$ cat config.mk
export PLATFORM = sky130hd
export DESIGN_NAME = fetch_queue
export DESIGN_NICKNAME = d
export VERILOG_FILES = /design/src/rtl/fetch_queue.sv
export SDC_FILE = /design/constraint.sdc
export NUM_CORES = 1
export LEC_CHECK = 0
export ABC_CLOCK_PERIOD_IN_PS = 13170
export CORE_ASPECT_RATIO = 1.75
export CORE_UTILIZATION = 60
export DETAILED_ROUTE_END_ITERATION = 7
export PLACE_DENSITY_LB_ADDON = 0.3
export SYNTH_ARGS = -nofsm -noshare
export SYNTH_HDL_FRONTEND = slang
export SYNTH_SLANG_ARGS = --single-unit
$ cat constraint.sdc
create_clock -name clk -period 13.17 [get_ports clk]
set_clock_uncertainty 0.15 [all_clocks]
set_input_delay 2.634 -clock clk [delete_from_list [all_inputs] [get_ports clk]]
set_output_delay 2.634 -clock clk [all_outputs]
set_load 0.005 [all_outputs]
$ cat src/rtl/fetch_queue.sv
// Instruction fetch queue: issues sequential fetch requests under a credit limit,
// buffers returned words with their PCs, and flushes/refetches on redirect.
module fetch_queue #(
    parameter int          DEPTH    = 4,
    parameter logic [63:0] RESET_PC = 64'h0
) (
    input  logic        clk,
    input  logic        reset,
    input  logic        redirect_valid,
    input  logic [63:0] redirect_pc,
    output logic        imem_req_valid,
    output logic [63:0] imem_req_addr,
    input  logic        imem_req_ready,
    input  logic        imem_resp_valid,
    input  logic [31:0] imem_resp_data,
    output logic        inst_valid,
    output logic [31:0] inst_data,
    output logic [63:0] inst_pc,
    input  logic        inst_ready
);

    // state | meaning
    // IDLE  | single cycle after reset release, no requests
    // FETCH | issuing requests and buffering responses
    // FLUSH | dropping responses for requests made before a redirect

    localparam int PW = $clog2(DEPTH);
    localparam int CW = $clog2(DEPTH + 1);
    localparam logic [CW:0] DEPTH_C = (CW + 1)'(DEPTH);

    typedef enum logic [1:0] {IDLE, FETCH, FLUSH} state_t;

    state_t        state;
    logic [63:0]   fetch_pc;
    logic [63:0]   resp_pc;
    logic [CW-1:0] outstanding;
    logic [CW-1:0] discard;
    logic [CW-1:0] count;
    logic [PW-1:0] head;
    logic [PW-1:0] tail;
    logic [31:0]   data_mem [DEPTH];
    logic [63:0]   pc_mem   [DEPTH];

    logic          redirect;
    logic          req_fire;
    logic          enq;
    logic          deq;
    logic          drop;
    logic          resp_owed;
    logic [CW:0]   credit_used;
    logic [CW-1:0] discard_redirect;

    // In-flight requests reserve a buffer slot, so a response always has room.
    assign credit_used    = {1'b0, count} + {1'b0, outstanding};
    assign imem_req_valid = (state == FETCH) && !redirect_valid && (credit_used < DEPTH_C);
    assign imem_req_addr  = fetch_pc;

    assign redirect  = redirect_valid && (state != IDLE);
    assign req_fire  = imem_req_valid && imem_req_ready;
    assign enq       = imem_resp_valid && !redirect && (discard == '0) && (outstanding != '0);
    assign drop      = imem_resp_valid && !redirect && (discard != '0);
    assign deq       = inst_valid && inst_ready && !redirect;
    assign resp_owed = imem_resp_valid && ((outstanding != '0) || (discard != '0));

    assign discard_redirect = outstanding + discard - CW'(resp_owed);

    assign inst_valid = (count != '0);
    assign inst_data  = data_mem[head];
    assign inst_pc    = pc_mem[head];

    always_ff @(posedge clk or posedge reset) begin
        if (reset) begin
            state       <= IDLE;
            fetch_pc    <= RESET_PC;
            resp_pc     <= RESET_PC;
            outstanding <= '0;
            discard     <= '0;
            count       <= '0;
            head        <= '0;
            tail        <= '0;
        end else begin
            case (state)
                IDLE: state <= FETCH;
                default: begin
                    if (redirect) begin
                        count       <= '0;
                        head        <= '0;
                        tail        <= '0;
                        fetch_pc    <= redirect_pc;
                        resp_pc     <= redirect_pc;
                        outstanding <= '0;
                        discard     <= discard_redirect;
                        state       <= (discard_redirect != '0) ? FLUSH : FETCH;
                    end else begin
                        if (req_fire)
                            fetch_pc <= fetch_pc + 64'd4;
                        if (enq) begin
                            tail    <= tail + PW'(1);
                            resp_pc <= resp_pc + 64'd4;
                        end
                        if (deq)
                            head <= head + PW'(1);
                        outstanding <= outstanding + CW'(req_fire) - CW'(enq);
                        count       <= count + CW'(enq) - CW'(deq);
                        if (drop) begin
                            discard <= discard - CW'(1);
                            if (discard == CW'(1))
                                state <= FETCH;
                        end
                    end
                end
            endcase
        end
    end

    always_ff @(posedge clk) begin
        if (enq) begin
            data_mem[tail] <= imem_resp_data;
            pc_mem[tail]   <= resp_pc;
        end
    end

endmodule

==> results.yml, run 1 <==
status:
  status: "completed"
route:
  drt_drc_violations_left: 0
  ant_nets: 0
  wl_met2_mm: 27.1
  wl_mm: 52.3
  first_pass_iters: 5
  wl_met3_mm: 3.24
  drtIter0Drc: 1127
  m1WireLength_mm: 18.9
  vias: 13500
  top_layer: "met4"
  avgViaCountPerCell: 6.20
  wire_per_inst_um: 24.0
cts:
  clock_tree.root_cell: "clkbuf_16"
  clock_sinks: 525
  tritoncts.num_buffers: 44
  cts.repair.resized: 0
  clk_latency_ps: 560
  cts_hold_buf: 0
  cts.htree.levels: 2
  cts_setup_buffers: 0
  cts_tree: "yes"
  ctsLongestPathBuffers: 3
  path_clk_slew_ps: 70
pwr:
  peakVddDrop_uv: 132
  p_total_uw: 5010
  power_leakage_uw: 0.00876
  power_density_nw_per_um2: 190
floorplanning:
  core_um2: 35500
  row_count: 91
  die_y_um: 254
  die_w_um: 146
  ios: 264
  initial_core_util_pct: 61.3
  die_area_um2: 37100
place:
  place_inst: 2093
  place_ws_ps: 5960
  hpwl_mm: 34.5
  io_buffers: 263
  place_congestion: 0.901
grt:
  grt_max_degree: 104
  grt_pass1_wl_mm: 79.8
  grt_use_total_pct: 29.0
  antenna_found_initial: 0
  grt_overflow_total: 0
  grt_pass1_vias: 13700
timing:
  final.min_clock_period_ps: 7220
  finalSetupViolCount: 0
  finalWorstSetupSlack_ps: 5950
  holdWs_ps: 415
  slew_headroom_pct: 27.1
  min_period_over_period_pct: 54.8
  rsz0062_at_grt: "false"
  hold_viol_final: 0
  fmax_mhz: 138
  drv_slew: 0
  worst_pin_slew_ps: 1090
  setup_tns_ps: 0
synth:
  ys_seq_area_share_pct: 69.2
  synth_top_flop_cell: "edfxtp_1"
  synthesis.nets: 1537
  ys_warn_count: 0
  synth_top_area_cell: "edfxtp_1"
  synth.most_common_cell: "edfxtp_1"
  synth_common_cells: "edfxtp_1, dfrtp_1, a21oi_1"
  synth_area_per_cell_um2: 15.4
  synth_edf_count: 384
  synth_top_area_share_pct: 53.0
  synthCells: 1414
  syn_area_um2: 21800
  ys_async_sr_fraction_pct: 26.9
  ys_types: 45
  ys_seq_elements: 525
  synthTopCellsByArea: "edfxtp_1, dfrtp_1, mux4_2, a21oi_1, xnor2_1"
cells_and_area:
  n_fill_cell: 2219
  drive_above_1_share_pct: 11.6
  area_growth_syn_to_layout_pct: 21.1
  nNetsFinal: 1797
  stdcell_count: 2175
  diodes: 0
setup_path:
  crit_chain: "clkdlybuf4s50_1 > nor4b_2 > and3_1 > clkdlybuf4s50_1"
  crit_slowest_cell: "clkdlybuf4s50_1"
  path_max_fanout: 12
  end_kind: "primary output"
  crit_required_ps: 10390
  start_kind: "primary input"
  path_common_cell: "clkdlybuf4s50_1"
  critPathArrivalTime_ps: 4440
  path_class: "primary input to primary output"
  cpPeakStageDelay_ps: 660
min_path:
  min_path_type: "flop to flop"
job:
  drv_cap: 0
report_power, final:
group / internal (uW) / switching [uW] / leakage, uW
clock network: 747 / 584 / 0.000719
registers: 2070 / 380 / 0.00502
logic: 643 / 581 / 0.00302
layout by cell type (no fill, tap or decap), types with 4 or more instances in the layout:
| master | netlist | routed |
|---|---|---|
| or4_1 | 4 | 4 |
| nor3_1 | 39 | 39 |
| ha_1 | 18 | 18 |
| inv_1 | 28 | 27 |
| dfrtp_1 | 141 | 139 |
| nor2b_1 | 5 | 5 |
| clkbuf_1 | 47 | 5 |
| edfxtp_1 | 384 | 384 |
| and2_1 | 6 | 6 |
| nand2_1 | 80 | 80 |
| nor4_1 | 13 | 13 |
| and4_1 | 11 | 11 |
| and3_4 | 0 | 4 |
| xnor2_1 | 63 | 63 |
| nand3_1 | 50 | 50 |
| a31oi_1 | 14 | 14 |
| or3_1 | 11 | 11 |
| o31ai_1 | 5 | 5 |
| inv_6 | 0 | 4 |
| buf_4 | 2 | 13 |
| a21oi_1 | 112 | 112 |
| nand4_1 | 47 | 47 |
| mux4_2 | 96 | 96 |
| clkbuf_16 | 0 | 45 |
| clkinvlp_4 | 0 | 6 |
| clkinv_2 | 0 | 11 |
| o21ai_0 | 17 | 17 |
| bufinv_16 | 0 | 5 |
| and3_1 | 22 | 18 |
| nor2_1 | 108 | 108 |
| clkdlybuf4s50_1 | 0 | 263 |
| xor2_1 | 52 | 52 |
layout make-up:
| type | instances | area [um^2] | area share, % |
|---|---|---|---|
| well taps | 465 | 582 | 2.21 |
| clock buffers | 53 | 1190 | 4.50 |
| repair buffers | 276 | 2730 | 10.4 |
| clock inverters | 29 | 297 | 1.12 |
| inverters | 29 | 116 | 0.441 |
| multi-input cells | 798 | 6390 | 24.2 |
| flip-flops and latches | 525 | 15100 | 57.1 |
kinds of logic after synthesis:
family                   Yosys count  share of synthesized area [%]
AND/OR/NAND/NOR                  407                           9.36
buffers and inverters             91                           1.63
adder cells (fa/ha/maj)           21                           1.31
XOR/XNOR                         115                           4.63
flip-flops                       525                           69.2
AO/OA/AOI/OAI                    156                           3.80
multiplexers                      99                           10.1
per-layer routing:
| metal | global-route usage, % | vias to the layer above |
|---|---|---|
| met5 | 0 | - |
| li1 | - | 5918 |
| met2 | 50.0 | 618 |
| met3 | 4.17 | 155 |
| met1 | 35.2 | 6784 |
| met4 | 16.3 | 0 |
registers in the layout, summed over array words and instances (netlist names):
signal	flops
tail	2
discard	3
data_mem	128
imem_req_addr	63
resp_pc	63
count	3
state	2
head	2
pc_mem	256
outstanding	3
through the flow:
stage          cell area, um^2  util, %
2_1_floorplan            21800        -
4_1_cts                  26400     74.2
3_3_place_gp             24900     70.0
3_5_place_dp             24900     70.0
5_1_grt                  26400     74.2
6_report                 26400     74.2
path summary, 6_finish.rpt:
check	start	to	slack, ps	depth (start not counted)
min in group asynchronous	reset	imem_req_addr[54]	2410	2
max in group asynchronous	reset	head[0]	8920	3
hold / removal	tail[0]	tail[0]	420	1
hold reg to reg	tail[0]	tail[0]	420	1
setup reg to reg	state[0]	pc_mem[2][8]	9040	4
setup / recovery	redirect_valid	imem_req_valid	5950	4
worst max-delay path: cells and delay by family:
| family | cells | cell delay [ps] |
|---|---|---|
| AND/OR/NAND/NOR | 2 | 640 |
| buffers and inverters | 2 | 1160 |
(Power assumes the default switching activity.)
==> run 2, diff against run 1 <==
- ABC_CLOCK_PERIOD_IN_PS: 13170 -> 6000
- CORE_UTILIZATION: 60 -> 50
- clock period: 13.17 -> 6 ns (I/O delays scaled with it)
==> run 2 against run 1 <==
Net effect: hold slack got worse by 28 ps; sequential share of layout area decreased by 0.67 points; final area is 1.2% higher; critical path depth is 1 lower; sequential power rose by 120%; non-clock buffer count rose by 7; register-to-register slack lost 6500 ps; power up 120%; die area up 20%; count of clock-buffer cells in the layout grew 12; combinational power up 120%.
==> results.yml, run 2 (same netlist as run 1, synthesis figures left out) <==
route:
  ant_nets: 0
  wl_mm: 54.2
  drtIter0Drc: 1016
  avgViaCountPerCell: 5.88
  first_pass_iters: 5
  wire_per_inst_um: 23.8
  vias: 13400
  drt_drc_violations_left: 0
cts:
  cts_tree: "yes"
  cts_hold_buf: 0
  clk_latency_ps: 570
  ctsLongestPathBuffers: 3
  clock_tree.root_cell: "clkbuf_16"
  cts_setup_buffers: 0
  cts.repair.resized: 0
  tritoncts.num_buffers: 46
  path_clk_slew_ps: 70
  cts.htree.levels: 2
  clock_sinks: 525
floorplanning:
  row_count: 100
  core_um2: 42800
  initial_core_util_pct: 50.9
  die_y_um: 278
  die_area_um2: 44400
  ios: 264
  die_w_um: 160
cells_and_area:
  diodes: 0
  largest_register_ffs: 256
  layout_common_cells: "edfxtp_1, clkdlybuf4s50_1, dfrtp_1"
  area_growth_syn_to_layout_pct: 22.6
  nNetsFinal: 1806
  n_fill_cell: 3177
  drive_above_1_share_pct: 11.6
  stdcell_count: 2280
  reg_top3: "pc_mem (256), data_mem (128)"
  final_common_cell: "edfxtp_1"
  top_register: "pc_mem"
place:
  hpwl_mm: 36.7
  io_buffers: 263
  place_inst: 2196
  place_congestion: 0.874
min_path:
  whs_endpoint: "count[0]"
  min_from: "count[0]"
  min_path_type: "flop to flop"
  hold_depth: 2
setup_path:
  start_kind: "flop"
  path_class: "flop to primary output"
  rr_startpoint: "state[0]"
  crit_slowest_cell: "dfrtp_4"
  end_kind: "primary output"
  critPathArrivalTime_ps: 3230
  reg2reg_depth: 4
  worst_r2r_endpoint: "pc_mem[2][54]"
  crit_required_ps: 4650
  crit_family: "flip-flops"
  reg2reg_slack_ps: 2520
  cpPeakStageDelay_ps: 1040
  path_buf_inv: 2
  crit_chain: "buf_4 > mux4_2 > clkdlybuf4s50_1"
  path_max_fanout: 42
pwr:
  power_density_nw_per_um2: 419
  peakVddDrop_uv: 252
  power_leakage_uw: 0.00886
timing:
  rsz0062_at_grt: "false"
  finalSetupViolCount: 0
  final.min_clock_period_ps: 4580
  drv_slew: 0
  fmax_mhz: 218
  hold_viol_final: 0
  setup_tns_ps: 0
  worst_pin_slew_ps: 1130
  min_period_over_period_pct: 76.3
  slew_headroom_pct: 24.6
status:
  status: "completed"
grt:
  grt_max_degree: 81
  grt_use_total_pct: 24.9
  grt_overflow_total: 0
  antenna_found_initial: 0
  grt_pass1_vias: 13700
  grt_pass1_wl_mm: 83.0
job:
  drv_cap: 0
## run 2: worst max path at each step
stage,start,to,slack [ps],cells after the start
after floorplan,reset,count[0],870,1
after global placement,redirect_valid,pc_mem[2][60],1390,5
after detailed placement,redirect_valid,pc_mem[2][62],1380,5
after CTS,head[0],inst_pc[24],1350,3
after global routing,head[0],inst_pc[24],1280,3
final,head[0],inst_pc[24],1420,3
## run 2: final cells by class
class,instances,area (um^2),share of cell area (%)
flip-flops and latches,525,15100,56.5
clock buffers,65,1290,4.84
repair buffers,283,2850,10.7
well taps,561,702,2.63
inverters,29,116,0.436
multi-input cells,798,6390,23.9
clock inverters,19,267,0.999
## run 2: power breakdown
part	internal [uW]	leakage [uW]	total [uW]	switching, uW
registers	4550	0.00502	5440	888
logic	1420	0.00307	2680	1260
clock network	1770	0.000762	3050	1280
total	7740	0.00886	11200	3430
## run 2: metal layers
metal	vias to the layer above	global-route usage, %	wire length [um]
met1	6817	30.6	20100
li1	5943	-	-
met3	116	3.58	3190
met2	533	43.9	28700
met5	-	0	0
met4	0	10.5	2170
## run 2: worst register-to-register path, cell delays in order, from the launching register on
cell and delay (ps):
dfrtp_1 470, o21ai_4 730, buf_4 570, and3_4 740, buf_12 420
## run 2: stage by stage
stage	hold slack, ps	cell area, um^2	setup WS [ps]	util [%]	total power, uW
floorplan	324	21800	869	-	6660
global placement	372	25100	1390	58.7	8090
detailed placement	379	25100	1380	58.7	8160
CTS	395	26700	1350	62.3	11200
global route	438	26700	1280	62.3	11700
finish	388	26700	1420	62.3	11200
==> run 3, diff against run 2 <==
- ABC_CLOCK_PERIOD_IN_PS: 6000 -> 4400
- CORE_UTILIZATION: 50 -> 56
- clock period: 6 -> 4.4 ns (I/O delays scaled with it)
==> run 3 against run 2 <==
Net effect: sequential power grew 36%; final cell count shrank 2.9%; combinational power grew 38%; critical path type unchanged; largest power group unchanged.
==> results.yml, run 3 (same netlist as run 1, synthesis figures left out) <==
status:
  status: "completed"
timing:
  finalSetupViolCount: 0
  fmax_mhz: 259
  setup_tns_ps: 0
  hold_viol_final: 0
  slew_headroom_pct: 41.2
  finalWorstSetupSlack_ps: 544
  worst_pin_slew_ps: 874
  drv_slew: 0
  min_period_over_period_pct: 87.6
  rsz0062_at_grt: "false"
  final.min_clock_period_ps: 3860
floorplanning:
  core_um2: 38400
  die_area_um2: 39700
  die_w_um: 151
  ios: 264
  die_y_um: 263
  initial_core_util_pct: 56.7
  row_count: 95
route:
  first_pass_iters: 6
  avgViaCountPerCell: 6.09
  wire_per_inst_um: 24.2
  wl_mm: 53.6
  ant_nets: 0
  drtIter0Drc: 888
  drt_drc_violations_left: 0
  vias: 13500
cells_and_area:
  diodes: 0
  reg_top3: "pc_mem (256), data_mem (128)"
  final_common_cell: "edfxtp_1"
  n_fill_cell: 2505
  layout_common_cells: "edfxtp_1, clkdlybuf4s50_1, dfrtp_1"
  largest_register_ffs: 256
  drive_above_1_share_pct: 12.5
  nNetsFinal: 1815
  top_register: "pc_mem"
  area_growth_syn_to_layout_pct: 22.9
min_path:
  min_from: "tail[0]"
  min_path_type: "flop to flop"
  hold_depth: 1
  whs_endpoint: "tail[0]"
grt:
  antenna_found_initial: 0
  grt_pass1_wl_mm: 81.0
  grt_use_total_pct: 27.7
  grt_pass1_vias: 13600
  grt_max_degree: 91
  grt_overflow_total: 0
setup_path:
  rr_startpoint: "outstanding[2]"
  critPathArrivalTime_ps: 2830
  path_max_fanout: 24
  start_kind: "flop"
  reg2reg_slack_ps: 1280
  reg2reg_depth: 14
  crit_required_ps: 3370
  worst_r2r_endpoint: "outstanding[2]"
  path_class: "flop to primary output"
  end_kind: "primary output"
cts:
  tritoncts.num_buffers: 45
  cts_tree: "yes"
  clk_latency_ps: 590
  cts_setup_buffers: 0
  path_clk_slew_ps: 70
  ctsLongestPathBuffers: 3
  clock_sinks: 525
  clock_tree.root_cell: "clkbuf_16"
  cts_hold_buf: 0
  cts.htree.levels: 2
  cts.repair.resized: 0
place:
  io_buffers: 263
  place_congestion: 0.886
  hpwl_mm: 37.4
  place_ws_ps: 593
pwr:
  power_leakage_uw: 0.00893
  power_density_nw_per_um2: 569
  peakVddDrop_uv: 410
  p_total_uw: 15200
job:
  drv_cap: 0
==> run 3: cell count changes in the layout (fill, tap and decap cells not counted), moves of 2 or more <==
cell | before | now
buf_12 | 5 | 12
clkbuf_1 | 12 | 8
buf_4 | 15 | 18
bufinv_16 | 6 | 4
clkinv_1 | 3 | 1
clkinv_2 | 7 | 9
clkinvlp_4 | 1 | 3
==> run 3: worst max-delay path by stage <==
stage	start	to	slack, ps	depth (start not counted)
finish	head[0]	inst_data[4]	540	3
global route	head[0]	inst_data[11]	400	3
CTS	head[0]	inst_data[1]	470	3
detailed placement	redirect_valid	resp_pc[60]	590	9
global placement	redirect_valid	outstanding[2]	650	14
floorplan	redirect_valid	data_mem[0][0]	820	5
==> run 3: cell type report <==
type | count | area, um^2 | share of cell area [%]
inverters | 29 | 115 | 0.430
flip-flops and latches | 525 | 15100 | 56.3
repair buffers | 293 | 3010 | 11.2
clock inverters | 21 | 244 | 0.912
well taps | 485 | 607 | 2.27
multi-input cells | 798 | 6390 | 23.9
clock buffers | 63 | 1320 | 4.92
==> run 3: metal layers <==
layer | global-route usage [%] | vias up | part of all wire [%] | routed length [um]
li1 | - | 5950 | - | -
met4 | 10.5 | 0 | 3.7 | 1970
met5 | 0 | - | 0 | 0
met3 | 4.15 | 100 | 5.9 | 3180
met2 | 49.3 | 553 | 54 | 29200
met1 | 33.5 | 6871 | 36 | 19300
==> run 3: stage by stage <==
stage | utilization [%] | std cells | hold slack, ps | instance area, um^2
2_1_floorplan | - | 1414 | 324 | 21800
3_3_place_gp | 65.6 | 2130 | 370 | 25200
3_5_place_dp | 65.6 | 2130 | 382 | 25200
6_report | 69.7 | 2214 | 405 | 26700
5_1_grt | 69.7 | 2214 | 420 | 26700
4_1_cts | 69.7 | 2214 | 391 | 26700
==> run 3: power breakdown <==
part | internal [uW] | total, uW | switching [uW] | leakage [uW]
Clock | 2350 | 4140 | 1790 | 0.000770
Sequential | 6200 | 7380 | 1180 | 0.00502
Combinational | 1950 | 3690 | 1740 | 0.00314
==> run 3: worst max-delay path: stages (launching register included) <==
cell             delay [ps]
dfrtp_4                 740
buf_4                   430
mux4_2                  580
clkdlybuf4s50_1         470
